File: src/rtl/mem_dump_tx_pkg.sv
// Shared types and constants for the memory-to-UART dump engine.
// Holds the controller state encoding and the 8N1 frame shape.
package mem_dump_tx_pkg;

    typedef enum logic [2:0] {
        IDLE,
        FETCH,
        SEND,
        NEXT,
        FIN
    } state_e;

    localparam int   FRAME_BITS       = 10;
    localparam logic START_LVL        = 1'b0;
    localparam logic STOP_LVL         = 1'b1;
    localparam int   DEFAULT_CLK_DIV  = 434;
    localparam int   DEFAULT_READ_LAT = 2;

endpackage

File: src/rtl/mem_dump_tx_if.sv
// Command, memory-port and UART-side signals of the dump engine.
// The master modport is the dump engine itself, the slave modport is its environment.
interface mem_dump_tx_if;
    import mem_dump_tx_pkg::*;

    // Handshake: START is a one-cycle request that takes effect only while
    // BUSY is low (engine idle); START_ADDR/LENGTH are sampled in that same
    // cycle. BUSY then stays high until the cycle DONE pulses. The memory
    // side has no ready: R_DATA must be valid READ_LAT cycles after R_SELECT
    // rises and stay valid while R_SELECT is held.
    logic        START;
    logic [15:0] START_ADDR;
    logic [15:0] LENGTH;
    logic [15:0] R_ADDRESS;
    logic        R_SELECT;
    logic [7:0]  R_DATA;
    logic        BUS_HOLD;
    logic        TX;
    logic        BUSY;
    logic        DONE;
    state_e      STATE;

    modport master (
        input  START, START_ADDR, LENGTH, R_DATA,
        output R_ADDRESS, R_SELECT, BUS_HOLD, TX, BUSY, DONE, STATE
    );

    modport slave (
        output START, START_ADDR, LENGTH, R_DATA,
        input  R_ADDRESS, R_SELECT, BUS_HOLD, TX, BUSY, DONE, STATE
    );

endinterface

File: src/rtl/uart_tx_core.sv
// 8N1 serialiser: LOAD starts a frame with DATA, TX_DONE marks the last
// cycle of the stop bit. TX comes straight from a flop.
module uart_tx_core
    import mem_dump_tx_pkg::*;
#(
    parameter int CLK_DIV = DEFAULT_CLK_DIV
) (
    input  logic       CLK,
    input  logic       RST_N,
    input  logic       LOAD,
    input  logic [7:0] DATA,
    output logic       TX,
    output logic       TX_DONE
);

    logic [15:0] baud_cnt;
    logic [3:0]  bit_cnt;
    logic [8:0]  shreg;   // bits still to send after the one on tx_q
    logic        active;
    logic        tx_q;
    logic        bit_end;
    logic        last_bit;

    assign bit_end  = active && (baud_cnt == 16'(CLK_DIV - 1));
    assign last_bit = (bit_cnt == 4'(FRAME_BITS - 1));
    assign TX_DONE  = bit_end && last_bit;
    assign TX       = tx_q;

    always_ff @(posedge CLK or negedge RST_N) begin
        if (!RST_N) begin
            baud_cnt <= '0;
            bit_cnt  <= '0;
            shreg    <= '1;
            active   <= 1'b0;
            tx_q     <= STOP_LVL;
        end else if (LOAD) begin
            baud_cnt <= '0;
            bit_cnt  <= '0;
            shreg    <= {STOP_LVL, DATA};
            active   <= 1'b1;
            tx_q     <= START_LVL;
        end else if (bit_end) begin
            baud_cnt <= '0;
            if (last_bit) begin
                active <= 1'b0;
                tx_q   <= STOP_LVL;
            end else begin
                bit_cnt <= bit_cnt + 4'd1;
                tx_q    <= shreg[0];
                shreg   <= {STOP_LVL, shreg[8:1]};
            end
        end else if (active) begin
            baud_cnt <= baud_cnt + 16'd1;
        end
    end

endmodule

File: src/rtl/mem_dump_tx.sv
// Dumps LENGTH bytes of memory from START_ADDR over the UART TX line,
// holding the CPU bus only for the fixed-latency read of each byte.
module mem_dump_tx
    import mem_dump_tx_pkg::*;
#(
    parameter int CLK_DIV  = DEFAULT_CLK_DIV,
    parameter int READ_LAT = DEFAULT_READ_LAT
) (
    input  logic          CLK,
    input  logic          RST_N,
    mem_dump_tx_if.master bus
);

    state_e      state;
    state_e      next_state;
    logic [15:0] addr;
    logic [15:0] remaining;
    logic [3:0]  lat_cnt;
    logic        lat_hit;
    logic        busy_q;
    logic        done_q;
    logic        load;
    logic        tx_done;

    assign lat_hit = (lat_cnt == 4'(READ_LAT));

    always_comb begin
        next_state = state;
        load       = 1'b0;
        case (state)
            IDLE:    if (bus.START) next_state = (bus.LENGTH == 16'd0) ? FIN : FETCH;
            FETCH:   if (lat_hit) begin
                         load       = 1'b1;
                         next_state = SEND;
                     end
            SEND:    if (tx_done) next_state = NEXT;
            NEXT:    next_state = (remaining == 16'd1) ? FIN : FETCH;
            FIN:     next_state = IDLE;
            default: next_state = IDLE;
        endcase
    end

    always_ff @(posedge CLK or negedge RST_N) begin
        if (!RST_N) state <= IDLE;
        else        state <= next_state;
    end

    // DONE and the BUSY release are registered so both change on the edge leaving FIN.
    always_ff @(posedge CLK or negedge RST_N) begin
        if (!RST_N) begin
            addr      <= '0;
            remaining <= '0;
            lat_cnt   <= '0;
            busy_q    <= 1'b0;
            done_q    <= 1'b0;
        end else begin
            lat_cnt <= (state == FETCH && !lat_hit) ? lat_cnt + 4'd1 : 4'd0;
            done_q  <= (state == FIN);
            if (state == IDLE && bus.START) begin
                addr      <= bus.START_ADDR;
                remaining <= bus.LENGTH;
                busy_q    <= 1'b1;
            end
            if (state == NEXT) begin
                addr      <= addr + 16'd1;
                remaining <= remaining - 16'd1;
            end
            if (state == FIN) busy_q <= 1'b0;
        end
    end

    assign bus.R_ADDRESS = addr;
    assign bus.R_SELECT  = (state == FETCH);
    assign bus.BUS_HOLD  = (state == FETCH);
    assign bus.BUSY      = busy_q;
    assign bus.DONE      = done_q;
    assign bus.STATE     = state;

    uart_tx_core #(
        .CLK_DIV (CLK_DIV)
    ) u_uart_tx_core (
        .CLK     (CLK),
        .RST_N   (RST_N),
        .LOAD    (load),
        .DATA    (bus.R_DATA),
        .TX      (bus.TX),
        .TX_DONE (tx_done)
    );

endmodule

File: src/flat_wrapper.sv
// flat-port wrapper written by rule: the top's interface ports become plain ports
module mem_dump_tx_flat import mem_dump_tx_pkg::*;
#(
    parameter int CLK_DIV  = DEFAULT_CLK_DIV,
    parameter int READ_LAT = DEFAULT_READ_LAT
)
  (CLK, RST_N, bus_START, bus_START_ADDR, bus_LENGTH, bus_R_DATA, bus_R_ADDRESS, bus_R_SELECT, bus_BUS_HOLD, bus_TX, bus_BUSY, bus_DONE, bus_STATE);
  mem_dump_tx_if bus_i ();
  input  logic CLK;
  input  logic RST_N;
  input wire logic [$bits(bus_i.START)-1:0] bus_START;
  input wire logic [$bits(bus_i.START_ADDR)-1:0] bus_START_ADDR;
  input wire logic [$bits(bus_i.LENGTH)-1:0] bus_LENGTH;
  input wire logic [$bits(bus_i.R_DATA)-1:0] bus_R_DATA;
  output wire logic [$bits(bus_i.R_ADDRESS)-1:0] bus_R_ADDRESS;
  output wire logic [$bits(bus_i.R_SELECT)-1:0] bus_R_SELECT;
  output wire logic [$bits(bus_i.BUS_HOLD)-1:0] bus_BUS_HOLD;
  output wire logic [$bits(bus_i.TX)-1:0] bus_TX;
  output wire logic [$bits(bus_i.BUSY)-1:0] bus_BUSY;
  output wire logic [$bits(bus_i.DONE)-1:0] bus_DONE;
  output wire logic [$bits(bus_i.STATE)-1:0] bus_STATE;
  assign bus_i.START = bus_START;
  assign bus_i.START_ADDR = bus_START_ADDR;
  assign bus_i.LENGTH = bus_LENGTH;
  assign bus_i.R_DATA = bus_R_DATA;
  assign bus_R_ADDRESS = bus_i.R_ADDRESS;
  assign bus_R_SELECT = bus_i.R_SELECT;
  assign bus_BUS_HOLD = bus_i.BUS_HOLD;
  assign bus_TX = bus_i.TX;
  assign bus_BUSY = bus_i.BUSY;
  assign bus_DONE = bus_i.DONE;
  assign bus_STATE = bus_i.STATE;
  mem_dump_tx #(.CLK_DIV(CLK_DIV), .READ_LAT(READ_LAT)) u_core (.CLK(CLK), .RST_N(RST_N), .bus(bus_i));
endmodule
File: config.mk
export PLATFORM = sky130hd
export DESIGN_NAME = mem_dump_tx_flat
export DESIGN_NICKNAME = d
export VERILOG_FILES = /design/src/rtl/mem_dump_tx_pkg.sv /design/src/rtl/mem_dump_tx_if.sv /design/src/rtl/uart_tx_core.sv /design/src/rtl/mem_dump_tx.sv /design/src/flat_wrapper.sv
export SDC_FILE = /design/constraint.sdc
export NUM_CORES = 1
export LEC_CHECK = 0
export CAP_MARGIN = 0
export CORE_ASPECT_RATIO = 2
export CORE_UTILIZATION = 45
export DETAILED_ROUTE_END_ITERATION = 7
export PLACE_DENSITY = 0.69
export SETUP_SLACK_MARGIN = 0.15
export SLEW_MARGIN = 30
export SYNTH_ARGS = -nofsm -noshare
export SYNTH_HDL_FRONTEND = slang
export SYNTH_HIERARCHICAL = 1
export SYNTH_SLANG_ARGS = --single-unit
File: constraint.sdc
create_clock -name CLK -period 3.2 [get_ports CLK]
set_input_delay 0.64 -clock CLK [delete_from_list [all_inputs] [get_ports CLK]]
set_output_delay 0.64 -clock CLK [all_outputs]
set_load 0.05 [all_outputs]
==> flow_metrics.env <==
export IMPL_outcome="finished, final reports clean"
export IMPL_final_cell_mix="63 x clkdlybuf4s50_1, 62 x dfrtp_1, 35 x nand2_1"
export IMPL_clock_sinks=71
export IMPL_hold_path_class="in2async"
export IMPL_clk_latency_ns=0.34
export IMPL_grt_pass1_wl_um=16500
export IMPL_dp_hpwl_um=7180
export IMPL_worst_slew_pin_slew_ns=0.843
export IMPL_cts_root_buf="clkbuf_16"
export IMPL_cts_tree="done"
export IMPL_post_route_period_util_pct=81.0
export IMPL_port_buffers=66
export IMPL_crit_chain="or3b_2, inv_1, dlymetal6s2s_1"
export IMPL_max_stage_delay_ns=0.57
export IMPL_synth_edf_count=0
export IMPL_crit_slowest_cell="or3b_2"
export IMPL_drtIter0Drc=266
export IMPL_synth_seq_area_share_pct=44.5
export IMPL_slew_headroom_pct=43.8
export IMPL_synthCells=432
export IMPL_fmaxAchievable_mhz=386
export IMPL_placed_area_sq_um=4750
export IMPL_cts_buffers=9
export IMPL_core_sq_um=8650
export IMPL_syn_area_sq_um=4020
export IMPL_design_area_sq_um=5070
export IMPL_fin_cells=594
export IMPL_reg2reg_setup_slack_ns=0.65
export IMPL_cp_max_fo=12
export IMPL_synth_distinct_cells=66
export IMPL_cp_arrival_ns=1.95
export IMPL_ys_warn_count=6
export IMPL_antenna_found_initial=0
export IMPL_viasPerCell=6.20
export IMPL_routedWlPerCell_um=17.1
export IMPL_dieArea_sq_um=9340
export IMPL_p_leak_nw=1.99
export IMPL_synth_seq_cells=71
export IMPL_cts_setup_buffers=0
export IMPL_finalSetupTns_ns=0
export IMPL_syn_mean_instance_area_sq_um=9.31
export IMPL_globalplace_congestion=0.797
export IMPL_clk_pin_slew_ns=0.06
export IMPL_ir_drop_v=0.000306
export IMPL_drc_errors=0
export IMPL_maxCapViolations=0
export IMPL_die_h_um=136
export IMPL_grt_setup_unrepaired="false"
export IMPL_io_pins=67
export IMPL_period_minus_slack_ns=2.59
export IMPL_crit_start="u_core/bus.STATE[1]"
export IMPL_ant_nets=0
export IMPL_path_delay_family="simple AND/OR/NAND/NOR gates"
export IMPL_synth_fp_nets=484
export IMPL_grt_use_total_pct=23.6
export IMPL_final_nets=541
export IMPL_drive_above_1_share_pct=11.3
export IMPL_synthArstFlopShare_pct=100
export IMPL_p_seq_share_pct=45.2
export IMPL_finalHoldViolCount=0
export IMPL_rows=48
export IMPL_area_growth_pct=26.1
export IMPL_die_w_um=68.8
export IMPL_diodes=0
export IMPL_combPwrFrac_pct=5.2
export IMPL_dp_cells=578
export IMPL_drv_slew=0
export IMPL_hold_slack_ns=0.407
export IMPL_reg2reg_from="u_core/bus.STATE[1]"
export IMPL_drt_total_wl_um=10200
export IMPL_criticalPathCategory="reg2out"
export IMPL_setup_viol=0
export IMPL_skew_ns=0.00951
export IMPL_initial_core_util_pct=46.5
export IMPL_worst_setup_path_end_kind="output pin"
export IMPL_grt_start_max_net_pins=38
export IMPL_switching_share_pct=22.1
export IMPL_final_common_cell="clkdlybuf4s50_1"
export IMPL_dr_pass1_iters=5
export IMPL_power_density_nw_per_um2=404
export IMPL_clock_path_buffers=2
export IMPL_ys_flop_type="dfrtp_1"
export IMPL_crit_required_ns=2.56
export IMPL_start_kind="register"
export IMPL_power_mw=2.05
export IMPL_p_sw_mw=0.452
export IMPL_p_int_mw=1.59
export IMPL_clockPowerShare_pct=49.6
export IMPL_grt_ovfl_total=0
export IMPL_grt_pass1_vias=3469
export IMPL_path_buf_inv=2
export IMPL_via_count=3684
export IMPL_cts_htree_levels=3
stage by stage:
| stage | worst slack (ns) | utilization [%] |
|---|---|---|
| final | 0.607 | 58.6 |
| after global routing | 0.508 | 58.6 |
| after CTS | 0.208 | 58.6 |
| after detailed placement | 0.523 | 54.9 |
| after global placement | 0.581 | 54.9 |
| after floorplan | 0.334 | - |
worst reg2reg max path, cell delays in order (launching register included):
cell and delay, ns:
dfrtp_1 0.51, or3b_2 0.57, nor2_1 0.17, o211ai_1 0.22
or2_0 0.37, or4_1 0.49, a21oi_1 0.16
synthesized netlist by cell type, types with 7 or more instances:
cell type  count  area (sq um)
o211ai_1      11          82.6
nor3_1         9          45.0
nor2b_1        9          56.3
dfstp_2        9           236
nor4_1        10          62.6
a41oi_1        9          78.8
nand4_1        8          50.1
dfrtp_1       62          1550
a21oi_1       27           135
xnor2_1        9          78.8
nor2_1        34           128
nand2_1       35           131
or3_1          8          50.1
clkbuf_1      19          71.3
nand3_1       23           115
o21ai_0       24           120
or4_1          7          52.6
ha_1           9           113
inv_1         13          48.8
final timing paths:
check,depth (start not counted),to
setup / recovery,3,bus_BUS_HOLD
hold / removal,1,u_core/remaining[3]
setup reg to reg,6,u_core/u_uart_tx_core/baud_cnt[15]
hold reg to reg,2,u_core/u_uart_tx_core/shreg[2]
max in group asynchronous,2,u_core/u_uart_tx_core/shreg[2]
min in group CLK,2,u_core/u_uart_tx_core/shreg[2]
routing by layer:
metal / vias up / GRT usage [%] / wire length, um
met2: 114 / 39.9 / 5510
met1: 1812 / 27.4 / 3980
li1: 1740 / - / -
met3: 18 / 5.98 / 495
met5: - / 0 / 0
met4: 0 / 9.30 / 201
state kept, by name (all words and copies together), names as in the netlist:
register                        flops
u_core/remaining                   16
u_core/u_uart_tx_core/shreg         8
u_core/u_uart_tx_core/bit_cnt       4
u_core/u_uart_tx_core/TX            1
u_core/bus.DONE                     1
u_core/u_uart_tx_core/baud_cnt     16
u_core/bus.R_ADDRESS               16
u_core/bus.BUSY                     1
u_core/u_uart_tx_core/active        1
u_core/lat_cnt                      4
u_core/bus.STATE                    3
cell families after synthesis:
logic type,count (synthesis),synth area share [%]
simple gates,183,25.8
compound gates,114,19.4
flops,71,44.5
buf+inv,42,4.67
xor+xnor,11,2.40
fa+ha+maj,9,2.80
mux,2,0.529
area by class of cell:
class	instances	area, sq um
Fill cell	771	3580
Multi-Input combinational cell	319	2050
Sequential cell	71	1790
Timing Repair Buffer	75	741
Clock buffer	11	275
Tap cell	100	125
Inverter	13	48.8
Clock inverter	5	37.5
power by group through the flow:
stage               Sequential, mW  Combinational (mW)  Clock, mW
floorplan                    0.940              0.0212          0
global placement             0.939               0.107          0
detailed placement           0.940               0.108          0
CTS                          0.924               0.108       1.04
global route                 0.925               0.117       1.07
finish                       0.925               0.106       1.02
timing repair:
item	CTS	global route
resized for setup	0	2
hold buffers	0	0
endpoints found under the setup margin	0	2
Note: power is estimated with default switching activity, not from simulation.
